==> config.mk <==
export PLATFORM = sky130hd
export DESIGN_NAME = spi_burst_ctrl
export DESIGN_NICKNAME = d
export VERILOG_FILES = /design/src/rtl/spi_burst_ctrl.sv
export SDC_FILE = /design/constraint.sdc
export NUM_CORES = 1
export LEC_CHECK = 0
export ABC_AREA = 1
export BUFFER_PORTS_ARGS = -buffer_cell sky130_fd_sc_hd__buf_2
export CORE_ASPECT_RATIO = 1.25
export CORE_MARGIN = 5
export CORE_UTILIZATION = 54
export DETAILED_ROUTE_END_ITERATION = 16
export PLACE_DENSITY = 0.87
export SLEW_MARGIN = 20
export SYNTH_ARGS = -nofsm -noshare
export SYNTH_HDL_FRONTEND = slang
export SYNTH_SLANG_ARGS = --single-unit
==> constraint.sdc <==
create_clock -name clk -period 1.8 [get_ports clk]
set_clock_uncertainty 0.2 [all_clocks]
set_input_delay 0.18 -clock clk [delete_from_list [all_inputs] [get_ports clk]]
set_output_delay 0.18 -clock clk [all_outputs]
set_load 0.01 [all_outputs]
==> src/rtl/spi_burst_ctrl.sv <==
// spi_burst_ctrl: turns one register request (rw, addr, len) into a
// chip-select framed SPI burst driven over spi_master's start/new_data
// handshake. Sends a command byte {rw, addr}, then data bytes. Read bytes
// are streamed on rd_valid/rd_data, and done marks the end of the burst.
//
// Optional build macro: SPI_TIMEOUT_EN. It adds a per-byte watchdog
// (TIMEOUT cycles). The watchdog aborts the burst with err=1.
// Without the macro, WAIT waits forever and err is tied low.
module spi_burst_ctrl #(
  parameter int CS_SETUP = 4,
  parameter int CS_HOLD  = 4,
`ifdef SPI_TIMEOUT_EN
  parameter int TIMEOUT  = 1023,
`endif
  parameter int LEN_W    = 4
) (
  input  logic             clk,
  input  logic             rst_n,
  input  logic             req,
  input  logic             req_rw,
  input  logic [6:0]       req_addr,
  input  logic [LEN_W-1:0] req_len,
  input  logic [7:0]       wr_data,
  output logic             busy,
  output logic             rd_valid,
  output logic [7:0]       rd_data,
  output logic             done,
  output logic             err,
  output logic             cs_n,
  output logic             spi_start,
  output logic [7:0]       spi_data_in,
  input  logic [7:0]       spi_data_out,
  input  logic             spi_busy,
  input  logic             spi_new_data
);

  typedef enum logic [2:0] {
    ST_IDLE, ST_SETUP, ST_SEND, ST_WAIT, ST_HOLD, ST_FIN
  } state_t;

  localparam logic [7:0]   SETUP_LAST = 8'(CS_SETUP - 1);
  localparam logic [7:0]   HOLD_LAST  = 8'(CS_HOLD - 1);
  localparam logic [LEN_W:0] IDX_ONE  = (LEN_W+1)'(1);

  state_t         state_reg;
  logic           rw_reg;
  logic [6:0]     addr_reg;
  logic [7:0]     wdata_reg;
  // Index of the final byte of the burst (command byte is index 0)
  logic [LEN_W:0] last_idx_reg;
  logic [LEN_W:0] idx_reg;
  // Shared by the cs setup and cs hold phases
  logic [7:0]     cnt_reg;

`ifdef SPI_TIMEOUT_EN
  localparam int              TO_W    = $clog2(TIMEOUT + 1);
  localparam logic [TO_W-1:0] TO_LAST = TO_W'(TIMEOUT - 1);
  logic [TO_W-1:0] to_cnt_reg;
  logic            err_reg;
  assign err = err_reg;
`else
  assign err = 1'b0;
`endif

  // Burst sequencer. All outputs are registered here.
  always_ff @(posedge clk or negedge rst_n) begin
    if (!rst_n) begin
      state_reg    <= ST_IDLE;
      rw_reg       <= 1'b0;
      addr_reg     <= '0;
      wdata_reg    <= '0;
      last_idx_reg <= '0;
      idx_reg      <= '0;
      cnt_reg      <= '0;
      busy         <= 1'b0;
      rd_valid     <= 1'b0;
      rd_data      <= '0;
      done         <= 1'b0;
      cs_n         <= 1'b1;
      spi_start    <= 1'b0;
      spi_data_in  <= '0;
`ifdef SPI_TIMEOUT_EN
      to_cnt_reg   <= '0;
      err_reg      <= 1'b0;
`endif
    end else begin
      rd_valid  <= 1'b0;
      done      <= 1'b0;
      spi_start <= 1'b0;
      case (state_reg)
        ST_IDLE: begin
          // Hold off while spi_master is still busy from earlier traffic
          if (req && !spi_busy) begin
            rw_reg       <= req_rw;
            addr_reg     <= req_addr;
            wdata_reg    <= wr_data;
            // Read: command + req_len bytes. Write: command + one data byte.
            last_idx_reg <= req_rw ? {1'b0, req_len} : IDX_ONE;
            idx_reg      <= '0;
            cnt_reg      <= '0;
            busy         <= 1'b1;
            cs_n         <= 1'b0;
            state_reg    <= ST_SETUP;
`ifdef SPI_TIMEOUT_EN
            err_reg      <= 1'b0;
`endif
          end
        end
        ST_SETUP: begin
          if (cnt_reg == SETUP_LAST) begin
            state_reg <= ST_SEND;
          end else begin
            cnt_reg <= cnt_reg + 8'd1;
          end
        end
        ST_SEND: begin
          spi_start <= 1'b1;
          if (idx_reg == '0) begin
            spi_data_in <= {rw_reg, addr_reg};
          end else if (rw_reg) begin
            spi_data_in <= 8'h00;
          end else begin
            spi_data_in <= wdata_reg;
          end
`ifdef SPI_TIMEOUT_EN
          to_cnt_reg <= '0;
`endif
          state_reg <= ST_WAIT;
        end
        ST_WAIT: begin
          if (spi_new_data) begin
            // The byte clocked in during the command byte is never reported
            if (rw_reg && (idx_reg != '0)) begin
              rd_data  <= spi_data_out;
              rd_valid <= 1'b1;
            end
            idx_reg <= idx_reg + IDX_ONE;
            if (idx_reg == last_idx_reg) begin
              cnt_reg   <= '0;
              state_reg <= ST_HOLD;
            end else begin
              state_reg <= ST_SEND;
            end
          end
`ifdef SPI_TIMEOUT_EN
          else if (to_cnt_reg == TO_LAST) begin
            // Abort: release the slave right away and flag the error
            cs_n      <= 1'b1;
            busy      <= 1'b0;
            done      <= 1'b1;
            err_reg   <= 1'b1;
            state_reg <= ST_FIN;
          end else begin
            to_cnt_reg <= to_cnt_reg + TO_W'(1);
          end
`endif
        end
        ST_HOLD: begin
          if (cnt_reg == HOLD_LAST) begin
            cs_n      <= 1'b1;
            busy      <= 1'b0;
            done      <= 1'b1;
            state_reg <= ST_FIN;
          end else begin
            cnt_reg <= cnt_reg + 8'd1;
          end
        end
        ST_FIN: begin
          // One idle-side cycle with cs_n high before the next request is seen
          state_reg <= ST_IDLE;
        end
        default: begin
          state_reg <= ST_IDLE;
        end
      endcase
    end
  end

endmodule

== Word-level counts from Yosys, hierarchy flattened ==
Cells that the tools add are included.

* Register bits after elaboration: 58
* Output and inout port bits: 22
* Logic and storage cells: 73

* Add/subtract/negate cells: 2
* Equal/unequal tests: 12
* Mux-type cells: 29
* Reductions and logical operators: 16

{| class="wikitable"
|+ Operator list
! cell !! number
|-
| $mux W8 || 6
|-
| $pmux W8 S3 || 1
|-
| $mux W3 || 5
|-
| $pmux W3 S5 || 1
|-
| $ne A2 B2 Y1 const B || 6
|-
| $mux W1 || 10
|-
| $mux W5 || 2
|-
| $pmux W5 S2 || 1
|-
| $reduce_and A3 Y1 || 3
|-
| $add A8 B1 Y8 const B || 1
|-
| $eq A8 B2 Y1 const B || 1
|-
| $eq A3 B2 Y1 const B || 2
|-
| $add A5 B1 Y5 const B || 1
|-
| $eq A5 B5 Y1 || 1
|-
| $logic_not A5 Y1 || 1
|-
| $reduce_and A5 Y1 || 1
|-
| $reduce_bool A5 Y1 || 1
|-
| $mux W4 || 1
|-
| $pmux W1 S2 || 2
|-
| $reduce_and A4 Y1 || 1
|-
| $reduce_bool A2 Y1 || 2
|-
| $eq A3 B1 Y1 const B || 1
|-
| $eq A3 B3 Y1 const B || 1
|-
| $logic_not A3 Y1 || 1
|-
| 5 further kinds || 6
|}

== Logic depth before layout (Yosys ltp) ==
* Word-level depth: 5
* Depth in mapped cells: 10
* Mapped depth without buffers: 9

== Least setup slack after synthesis ==
Ideal clock, no wire load.

* Kind: reg2reg
* Start: register idx_reg[0]
* End: register rd_data[0]
* Library setup time: 0.123 ns
* Arrival: 1.206 ns
* Required time: 1.477 ns
* Slack: 0.271 ns
* Cell stages (with the launch flop): 8
* Buffers on the path: 0
* Clock period less this slack: 1.529 ns
* Path through: dfrtp_1 -> inv_1 -> ha_1 -> nand4_2 -> nand2_1 -> nor2_4 -> nand2_1 -> nand2_1

* Cells in the longest elaborated chain, start to end: 3

{| class="wikitable"
|+ Ends and longest elaborated chain
! what !! line !! text
|-
| start, declared || 51 || <nowiki>logic [LEN_W:0] idx_reg;</nowiki>
|-
| start signal, assigned || 137 || <nowiki>idx_reg <= idx_reg + IDX_ONE;</nowiki>
|-
| $reduce_bool A5 Y1 || 133 || <nowiki>if (rw_reg && (idx_reg != '0)) begin</nowiki>
|-
| $logic_and A1 B1 Y1 || 133 ||
|-
| $reduce_and A3 Y1 (no source line) || n/a ||
|-
| end signal, assigned || 134 || <nowiki>rd_data <= spi_data_out;</nowiki>
|-
| end, declared || 26 || <nowiki>output logic [7:0] rd_data,</nowiki>
|}

Every way passes these cells.
A chain may end at the register's enable or synchronous reset.

== Final worst setup path ==
* Start: register idx_reg[0]
* End: register rd_data[3]

Same word-level chain as after synthesis.

==> results.py <==
metrics = {
    "sta": {
        "fmaxAchievable_mhz": 580,
        "slew_viol_final": 0,
        "post-route-min-period_ns": 1.72,
        "setup_violations": 0,
        "finalHoldViolations": 0,
        "fin_crit_sh": 0.958,
    },
    "synth": {
        "netlist_top_cells_area": "dfrtp_1 (53%), nand2_1 (16%), o21ai_0 (5.8%), inv_1 (3.8%), nand3_1 (3.6%)",
        "post_synthesis_register_bit_count": 57,
        "mapped_nets": 352,
        "synth.distinct_cells": 33,
        "yosysSeqAreaShare": 0.537,
        "biggest_area_consumer_among_synthesized_cells": "dfrtp_1",
        "synth.avg_cell_area_sq_um": 8.42,
        "yosys_warnings": 0,
        "synth.top_cell.area_share": 0.527,
        "area_of_the_mapped_netlist_sq_mm": 0.00266,
        "syn-instance-count": 316,
    },
    "drt": {
        "avgRoutedWirePerCell_um": 15.1,
        "drt_iter0_markers": 270,
        "route.antenna.remaining_nets": 0,
        "detailedRoute.firstPassIterationCount": 5,
        "route.detailed.drc": 0,
        "avgViaCountPerCell": 5.32,
        "detail_route.wirelength_um": 7140,
        "vias": 2514,
    },
    "worst_setup_path": {
        "worst_ep_required_time_ns": 1.87,
        "path_max_fanout": 10,
        "timing.critical_path.slowest_stage_cell": "dfrtp_1",
        "max_stage_delay_ns": 0.41,
        "critPathKind": "reg2reg",
        "crit_top_cell": "nand2_1",
        "critical_path.cell_chain": "inv_2 -> ha_1 -> nand4_2 -> nand2_2 -> nor2_4 -> nand2_1 -> nand2_1",
        "critPathArrivalTime_ns": 1.80,
        "capturing_element_type_of_the_critical_path": "flop",
        "critPathLaunchType": "flop",
    },
    "grt": {
        "pin_count_of_the_biggest_net_entering_global_routing": 43,
        "grt_first_pass_wirelength_um": 11800,
        "grt_use_total": 0.243,
        "grt_overflow": 0,
        "grt_pass1_vias": 2580,
        "grt_antenna_before_repair": 0,
    },
    "floorplan": {
        "initial_utilization": 0.558,
        "core-area_sq_mm": 0.00476,
        "die_h_um": 88.5,
        "fp-row-count": 28,
        "die_w_um": 72.8,
        "design.portCount": 55,
        "fp.dieArea_sq_mm": 0.00644,
    },
    "placed_design": {
        "detailedPlacementHpwl_um": 4390,
        "place.gp.congestion": 0.824,
        "port_buffers": 53,
    },
    "clock_network": {
        "clock_tree.htree_level_count": 3,
        "cts_tree": "yes",
        "cts_root_buf": "clkbuf_8",
        "numCtsBuffers": 9,
        "clock_tree.buffer_depth": 2,
        "source_to_sink_clock_delay_at_the_later_pin_of_the_worst_skew_pair_ns": 0.34,
        "clkSlewWorstSetupHoldPaths_ns": 0.07,
        "number_of_clock_sinks_seen_by_cts": 57,
    },
    "layout": {
        "drive_gt1_frac": 0.237,
        "design.final.nets": 444,
        "antenna-diode-count": 0,
        "fin_util": 0.741,
        "layout-area-overhead-vs-synth_pct": 32.7,
    },
    "pwr": {
        "total_power_divided_by_cell_area_mw_per_mm2": 1540,
        "vdd_ir_drop_max_mv": 1.29,
        "power.static_leakage_nw": 1.88,
        "power.total_w": 0.00544,
    },
    "min_path": {
        "hold_path.class": "in2async",
    },
    "run": {
        "max_cap_violations": 0,
    },
    "outcome": {
        "status": "completed",
    },
}
==> layout make-up <==
cell class                 instances  area, sq um
clock inverter                     5         30.0
multi-input combinational        222         1100
fill                             340         1230
clock buffer                      11          151
tap                               60         75.1
inverter                          29          109
timing repair buffer              89          639
sequential                        57         1430
==> metal layers <==
layer,part of all wire,track usage,vias to the layer above
met5,0,0,-
met4,0.028,0.102,0
met3,0.054,0.0557,19
met2,0.54,0.433,90
met1,0.38,0.277,1206
li1,-,-,1199
==> worst paths after layout <==
kind	startpoint	endpoint	slack [ns]	cells after the start
worst max-delay path	idx_reg[0]$_DFFE_PN0P_	rd_data[3]$_DFFE_PN0P_	0.08	7
worst min-delay path	rst_n	state_reg[2]$_DFFE_PN0P_	0.1	2
worst max register to register	idx_reg[0]$_DFFE_PN0P_	rd_data[3]$_DFFE_PN0P_	0.08	7
worst min register to register	busy$_DFFE_PN0P_	busy$_DFFE_PN0P_	0.27	2
max in group asynchronous	rst_n	cs_n$_DFFE_PN1P_	0.69	3
min in group clk	spi_busy	last_idx_reg[0]$_DFFE_PN0P_	0.11	4
==> cell usage after synthesis <==
master,count
nand2_4,1
a21o_1,1
o211ai_1,7
buf_2,3
nand2_1,114
nand3_1,19
nand3b_1,1
clkbuf_1,1
o21ai_1,1
or2_1,2
clkbuf_2,1
nor3_1,3
clkinv_1,1
a21oi_1,5
conb_1,1
nand4_2,1
nor2_1,11
nor2_2,2
ha_1,3
o21bai_1,1
o21ai_0,31
nand3_2,2
buf_4,3
xor2_1,4
dfrtp_1,56
nand2_2,3
or2_2,1
nor2_4,2
a22o_1,3
dfstp_2,1
inv_2,1
nand4_1,3
inv_1,27
==> kinds of logic (layout without fill, tap and decap cells) <==
group,count (synthesis),count (layout),synth area share
AOI/OAI and AO/OA,49,49,0.105
DFF,57,57,0.537
xor gates and xnor gates,4,4,0.0132
other,1,1,0.00141
buffers and inverters,37,134,0.0583
and+or+nand+nor,165,165,0.271
adders and majority gates,3,3,0.0141
==> repair_timing <==
| action | CTS | global route |
|---|---|---|
| setup endpoints to repair | 0 | 19 |
| hold endpoints to repair | 85 | 0 |
| resized for setup | 0 | 12 |
| hold buffers | 30 | 0 |
| setup buffers | 0 | 1 |
==> power breakdown <==
part	switching [W]	total, W	leakage (nW)	internal, W
logic	0.00137	0.00218	1.06	0.000817
clock network	0.000533	0.00110	0.0911	0.000566
registers	0.000382	0.00216	0.727	0.00178
total	0.00228	0.00544	1.88	0.00316
==> per-stage QoR <==
step | setup WS [ns] | cells | cell area (sq um) | hold WS (ns) | setup TNS [ns]
after detailed placement | 0.0160 | 426 | 3020 | -0.0646 | 0
after CTS | 0.00508 | 472 | 3500 | 0.0909 | 0
final | 0.0751 | 473 | 3530 | 0.0973 | 0
after floorplan | 0.271 | 316 | 2660 | -0.316 | 0
after global routing | -0.00521 | 473 | 3530 | 0.126 | -0.00521
after global placement | 0.124 | 426 | 3020 | -0.0706 | 0
==> worst max-delay path: cells and delay by family (launching register included) <==
| family | cells | cell delay [ns] |
|---|---|---|
| DFF | 1 | 0.41 |
| buffers and inverters | 1 | 0.08 |
| adders and majority gates | 1 | 0.22 |
| and+or+nand+nor | 5 | 0.74 |
==> cells in the final DEF (no fill, tap or decap), drive strengths merged <==
cell         synthesis  routed
conb                 1       1
ha                   3       3
nand4                4       4
a21o                 1       1
o21bai               1       1
a22o                 3       3
nor2                15      15
nand3               21      21
nand3b               1       1
o21ai               32      32
nand2              118     118
dfrtp               56      56
inv                 28      28
xor2                 4       4
clkinvlp             0       2
dfstp                1       1
or2                  3       3
a21oi                5       5
dlygate4sd3          0      30
clkinv               1       4
buf                  6      59
nor3                 3       3
o211ai               7       7
clkbuf               2      11
Power figures use the tool's default switching activity.
